<file path="src/rtl/mem_read_unit.sv">
// Read-side memory controller for the multicycle MIPS datapath: takes a load
// request, runs a req/ack handshake to word memory and returns the extended datum.
module mem_read_unit #(
  parameter int WIDTH   = 32,
  parameter int TIMEOUT = 16
) (
  input  logic             clk,
  input  logic             reset,
  input  logic             rd_req,
  input  logic [WIDTH-1:0] rd_addr,
  input  logic [1:0]       rd_size,
  input  logic             rd_signed,
  output logic [WIDTH-1:0] rd_data,
  output logic             rd_done,
  output logic             rd_err,
  output logic             busy,
  output logic             mem_req,
  output logic [WIDTH-1:0] mem_addr,
  input  logic             mem_ack,
  input  logic [WIDTH-1:0] mem_rdata
);

  localparam int CW = (TIMEOUT > 1) ? $clog2(TIMEOUT) : 1;

  typedef enum logic [1:0] {
    S_IDLE,
    S_REQ,
    S_DONE,
    S_ERR
  } state_t;

  typedef enum logic [1:0] {
    SZ_BYTE = 2'b00,
    SZ_HALF = 2'b01,
    SZ_WORD = 2'b10,
    SZ_ILL  = 2'b11
  } size_t;

  state_t          state;
  state_t          state_nxt;
  logic [CW-1:0]   cnt;
  logic [CW-1:0]   cnt_nxt;
  size_t           lat_size;
  logic            lat_signed;
  logic [1:0]      lat_lane;
  logic            illegal;
  logic            accept;
  logic [7:0]      lane_byte;
  logic [15:0]     lane_half;
  logic [WIDTH-1:0] ext_data;

  assign accept = (state == S_IDLE) && rd_req;

  // Alignment and size legality of the incoming request.
  always_comb begin
    illegal = 1'b0;
    case (size_t'(rd_size))
      SZ_BYTE: illegal = 1'b0;
      SZ_HALF: illegal = rd_addr[0];
      SZ_WORD: illegal = (rd_addr[1:0] != 2'b00);
      default: illegal = 1'b1;
    endcase
  end

  // Lane select and extension of the returned word, driven by the latched request.
  always_comb begin
    lane_byte = mem_rdata[{lat_lane, 3'b000} +: 8];
    lane_half = lat_lane[1] ? mem_rdata[16 +: 16] : mem_rdata[0 +: 16];
    case (lat_size)
      SZ_BYTE: ext_data = {{(WIDTH-8){lat_signed & lane_byte[7]}}, lane_byte};
      SZ_HALF: ext_data = {{(WIDTH-16){lat_signed & lane_half[15]}}, lane_half};
      default: ext_data = mem_rdata;
    endcase
  end

  // NOTE: every signal is given a default before the case so no path leaves it
  // unassigned; otherwise synthesis would infer a latch to hold the old value.
  always_comb begin
    state_nxt = state;
    cnt_nxt   = cnt;
    case (state)
      S_IDLE: begin
        if (rd_req) begin
          if (illegal) begin
            state_nxt = S_ERR;
          end else begin
            state_nxt = S_REQ;
            cnt_nxt   = '0;
          end
        end
      end
      S_REQ: begin
        if (mem_ack) begin
          state_nxt = S_DONE;
        end else if (cnt == CW'(TIMEOUT - 1)) begin
          state_nxt = S_ERR;
        end else begin
          cnt_nxt = cnt + CW'(1);
        end
      end
      S_DONE:  state_nxt = S_IDLE;
      S_ERR:   state_nxt = S_IDLE;
      default: state_nxt = S_IDLE;
    endcase
  end

  // NOTE: sequential state uses non-blocking assignments so every register
  // samples pre-edge values, independent of statement order.
  always_ff @(posedge clk or posedge reset) begin
    if (reset) begin
      state <= S_IDLE;
      cnt   <= '0;
    end else begin
      state <= state_nxt;
      cnt   <= cnt_nxt;
    end
  end

  // Request fields are captured once at accept and held for the whole transaction.
  always_ff @(posedge clk or posedge reset) begin
    if (reset) begin
      mem_addr   <= '0;
      lat_size   <= SZ_BYTE;
      lat_signed <= 1'b0;
      lat_lane   <= 2'b00;
    end else if (accept) begin
      mem_addr   <= {rd_addr[WIDTH-1:2], 2'b00};
      lat_size   <= size_t'(rd_size);
      lat_signed <= rd_signed;
      lat_lane   <= rd_addr[1:0];
    end
  end

  // Outputs are registered; status pulses follow the state they report by one edge.
  always_ff @(posedge clk or posedge reset) begin
    if (reset) begin
      busy    <= 1'b0;
      mem_req <= 1'b0;
      rd_done <= 1'b0;
      rd_err  <= 1'b0;
      rd_data <= '0;
    end else begin
      busy    <= (state_nxt != S_IDLE);
      mem_req <= (state_nxt == S_REQ);
      rd_done <= (state == S_DONE);
      rd_err  <= (state == S_ERR);
      if ((state == S_REQ) && mem_ack) begin
        rd_data <= ext_data;
      end
    end
  end

endmodule

</file>
<file path="config.mk">
export PLATFORM = sky130hd
export DESIGN_NAME = mem_read_unit
export DESIGN_NICKNAME = d
export VERILOG_FILES = /design/src/rtl/mem_read_unit.sv
export SDC_FILE = /design/constraint.sdc
export NUM_CORES = 1
export LEC_CHECK = 0
export BUFFER_PORTS_ARGS = -buffer_cell sky130_fd_sc_hd__buf_4
export CORE_MARGIN = 4
export CORE_UTILIZATION = 52
export DETAILED_ROUTE_END_ITERATION = 8
export GPL_ROUTABILITY_DRIVEN = 0
export PLACE_DENSITY_LB_ADDON = 0.25
export SLEW_MARGIN = 20
export SYNTH_ARGS = -nofsm -noshare
export SYNTH_HDL_FRONTEND = slang
export SYNTH_SLANG_ARGS = --single-unit
</file>
<file path="constraint.sdc">
create_clock -name clk -period 6.7 [get_ports clk]
set_clock_uncertainty 0.15 [all_clocks]
set_input_delay 1.34 -clock clk [delete_from_list [all_inputs] [get_ports clk]]
set_output_delay 1.34 -clock clk [all_outputs]
set_load 0.02 [all_outputs]
</file>
==> flow_metrics.env <==
export IMPL_drtIter0Drc=167
export IMPL_r2r_cells=4
export IMPL_synth_cell_types=36
export IMPL_cts_sink_count=77
export IMPL_max_cap_viol_count=0
export IMPL_synth_seq_cells=77
export IMPL_hold_viol=0
export IMPL_drtPass1Iterations=4
export IMPL_syn2layout_area_growth_pct=35.0
export IMPL_crit_chain="buf_4 > and3b_2 > nand2b_1 > a211oi_4 > a211oi_1"
export IMPL_fin_nets=523
export IMPL_vias_per_cell=5.46
export IMPL_avgSynthCellArea_um2=10.9
export IMPL_grt_pass1_wl_um=14700
export IMPL_clk_latency_ps=330
export IMPL_async_reset_ff_frac=1.00
export IMPL_portBuffers=136
export IMPL_drive_above_1_share=0.430
export IMPL_die_w_um=90.3
export IMPL_final_cell_mix="139 x buf_4, 76 x dfrtp_1, 34 x nand2_1, 34 x nand3_1, 34 x mux2_2"
export IMPL_critPathBufInv=1
export IMPL_worst_slew_pin_slew_ps=926
export IMPL_htreeDepth=3
export IMPL_synth_area_leader_cell="dfrtp_1"
export IMPL_core_area_um2=6460
export IMPL_ys_warnings_count=0
export IMPL_synth_edff_count=0
export IMPL_yosysSeqAreaShare=0.548
export IMPL_syn_area_um2=3520
export IMPL_cp_arrival_ps=2770
export IMPL_worst_ep_required_time_ps=6750
export IMPL_slowest_stage="and3b_2"
export IMPL_num_rows=29
export IMPL_crit_type="input port to register"
export IMPL_slew_viol_final=0
export IMPL_grt_overflow_total=0
export IMPL_rsz0062_at_grt="false"
export IMPL_die_y_um=90.3
export IMPL_holdPathStages=2
export IMPL_grt_usage=0.224
export IMPL_insertedDiodeCount=0
export IMPL_hold_slack_ps=343
export IMPL_fin_crit_ps=2720
export IMPL_post_cts_buffers=0
export IMPL_layoutNonFillerInstCount=533
export IMPL_hp_class="register to register"
export IMPL_end_kind="register"
export IMPL_grt_antenna_before_repair=0
export IMPL_post_cts_resized=0
export IMPL_crit_path_max_incr_delay_ps=550
export IMPL_wirelength_um=8970
export IMPL_ir_worst_vdd_mv=0.279
export IMPL_cts_reportedPaths_clkPinSlew_ps=80
export IMPL_via_count=2910
export IMPL_cp_num_cells=5
export IMPL_place_hpwl_um=6720
export IMPL_final_common_cell="buf_4"
export IMPL_yosysTopAreaCellShare=0.548
export IMPL_die_area_um2=8150
export IMPL_finalSetupViolCount=0
export IMPL_slew_headroom=0.383
export IMPL_outcome="complete, no violations"
export IMPL_cts_tree="done"
export IMPL_leakage_nw=2.24
export IMPL_fin_setup_tns_ps=0
export IMPL_postCtsHoldBufs=0
export IMPL_power_density_nw_per_um2=486
export IMPL_numCtsBuffers=9
export IMPL_place_inst=517
export IMPL_wl_per_cell_um=16.8
export IMPL_critPathTopFamily="simple AND/OR/NAND/NOR gates"
export IMPL_netlist_instances=322
export IMPL_drc=0
export IMPL_clockRootBuffer="clkbuf_8"
export IMPL_cp_max_fo=34
export IMPL_cts_buffer_depth=2
export IMPL_fin_crit_sh=0.406
export IMPL_grt_pass1_vias=3062
export IMPL_cp_start_kind="input port"
export IMPL_num_io_pins=139
export IMPL_nFillCells=492
export IMPL_ys_flop_type="dfrtp_1"
export IMPL_grt_max_degree=78
export IMPL_postRouteAntennaNets=0
export IMPL_start_util=0.545
export IMPL_synthTopCellsByArea="dfrtp_1 55%, mux2_2 11%, nand3_1 4.8%"
export IMPL_fmax_ghz=0.368
==> logic make-up (layout without fill, tap and decap cells) <==
group	Yosys count	count (layout)	synth area share
other	1	2	0.00107
muxes	43	43	0.134
AOI/OAI and AO/OA	50	50	0.0989
DFF	77	77	0.548
and+or+nand+nor	124	124	0.178
buffers and inverters	26	159	0.0363
adders and majority gates	1	1	0.00356
==> Yosys cell counts, types with 2 or more instances <==
cell type  instances
a211oi_1           8
a21oi_1           12
a311oi_1           2
a31oi_1            2
and2_1             2
buf_2              6
buf_4              2
buf_6              2
clkbuf_1          11
dfrtp_1           77
inv_1              4
mux2_2            34
mux2i_1            9
nand2_1           34
nand2b_1          11
nand3_1           34
nor2_1            17
nor2b_1            4
nor3b_1            9
o21ai_0           20
or3_1              7
==> worst register-to-register path: cells and delay by family, from the launching register on <==
kind / cells / cell delay, ps
AND/OR/NAND/NOR: 2 / 830
AO/OA/AOI/OAI: 2 / 590
flip-flops: 1 / 460
==> flip-flops by register name (all words and copies together), names as in the netlist <==
name / flops
rd_data: 32
mem_addr: 30
cnt: 4
lat_lane: 2
lat_size: 2
state: 2
busy: 1
lat_signed: 1
mem_req: 1
rd_done: 1
rd_err: 1
==> final timing paths <==
kind,startpoint,end,slack (ps)
max,mem_ack,rd_data[15]$_DFFE_PP0P_,3980
min,rd_data[1]$_DFFE_PP0P_,rd_data[1]$_DFFE_PP0P_,340
max reg2reg,state[1]$_DFF_PP0_,rd_data[15]$_DFFE_PP0P_,4550
min reg2reg,rd_data[1]$_DFFE_PP0P_,rd_data[1]$_DFFE_PP0P_,340
max in group asynchronous,reset,lat_size[1]$_DFFE_PP0P_,4610
min in group asynchronous,reset,mem_addr[13]$_DFFE_PP0P_,1140
==> where the power goes <==
group | total (mW) | switching, mW | leakage (nW) | internal [mW]
clock network | 0.346 | 0.172 | 0.0931 | 0.175
logic | 1.09 | 0.580 | 1.22 | 0.509
registers | 0.875 | 0.191 | 0.933 | 0.684
total | 2.31 | 0.942 | 2.24 | 1.37
==> stage by stage <==
stage / total power, mW / instance area, µm² / setup slack, ps / util
floorplan: 1.53 / 3520 / 3240 / -
global placement: 1.94 / 4550 / 3340 / 0.704
detailed placement: 1.98 / 4550 / 3260 / 0.704
CTS: 2.33 / 4750 / 3600 / 0.735
global route: 2.46 / 4750 / 3850 / 0.736
finish: 2.31 / 4750 / 3980 / 0.736
==> routing by layer <==
layer  vias up  track usage  share of wire
met5         -            0              0
met4         0       0.0906          0.024
met3        21       0.0642          0.079
met2       121        0.383           0.51
met1      1386        0.266           0.39
li1       1382            -              -
==> final cells by class <==
cell class | count | area (µm²) | area share
timing repair buffer | 139 | 1040 | 0.220
multi-input combinational | 220 | 1470 | 0.309
clock inverter | 6 | 71.3 | 0.0150
inverter | 4 | 15.0 | 0.00316
clock buffer | 10 | 128 | 0.0269
tap | 77 | 96.3 | 0.0203
sequential | 77 | 1930 | 0.406
Power figures use the tool's default switching activity.
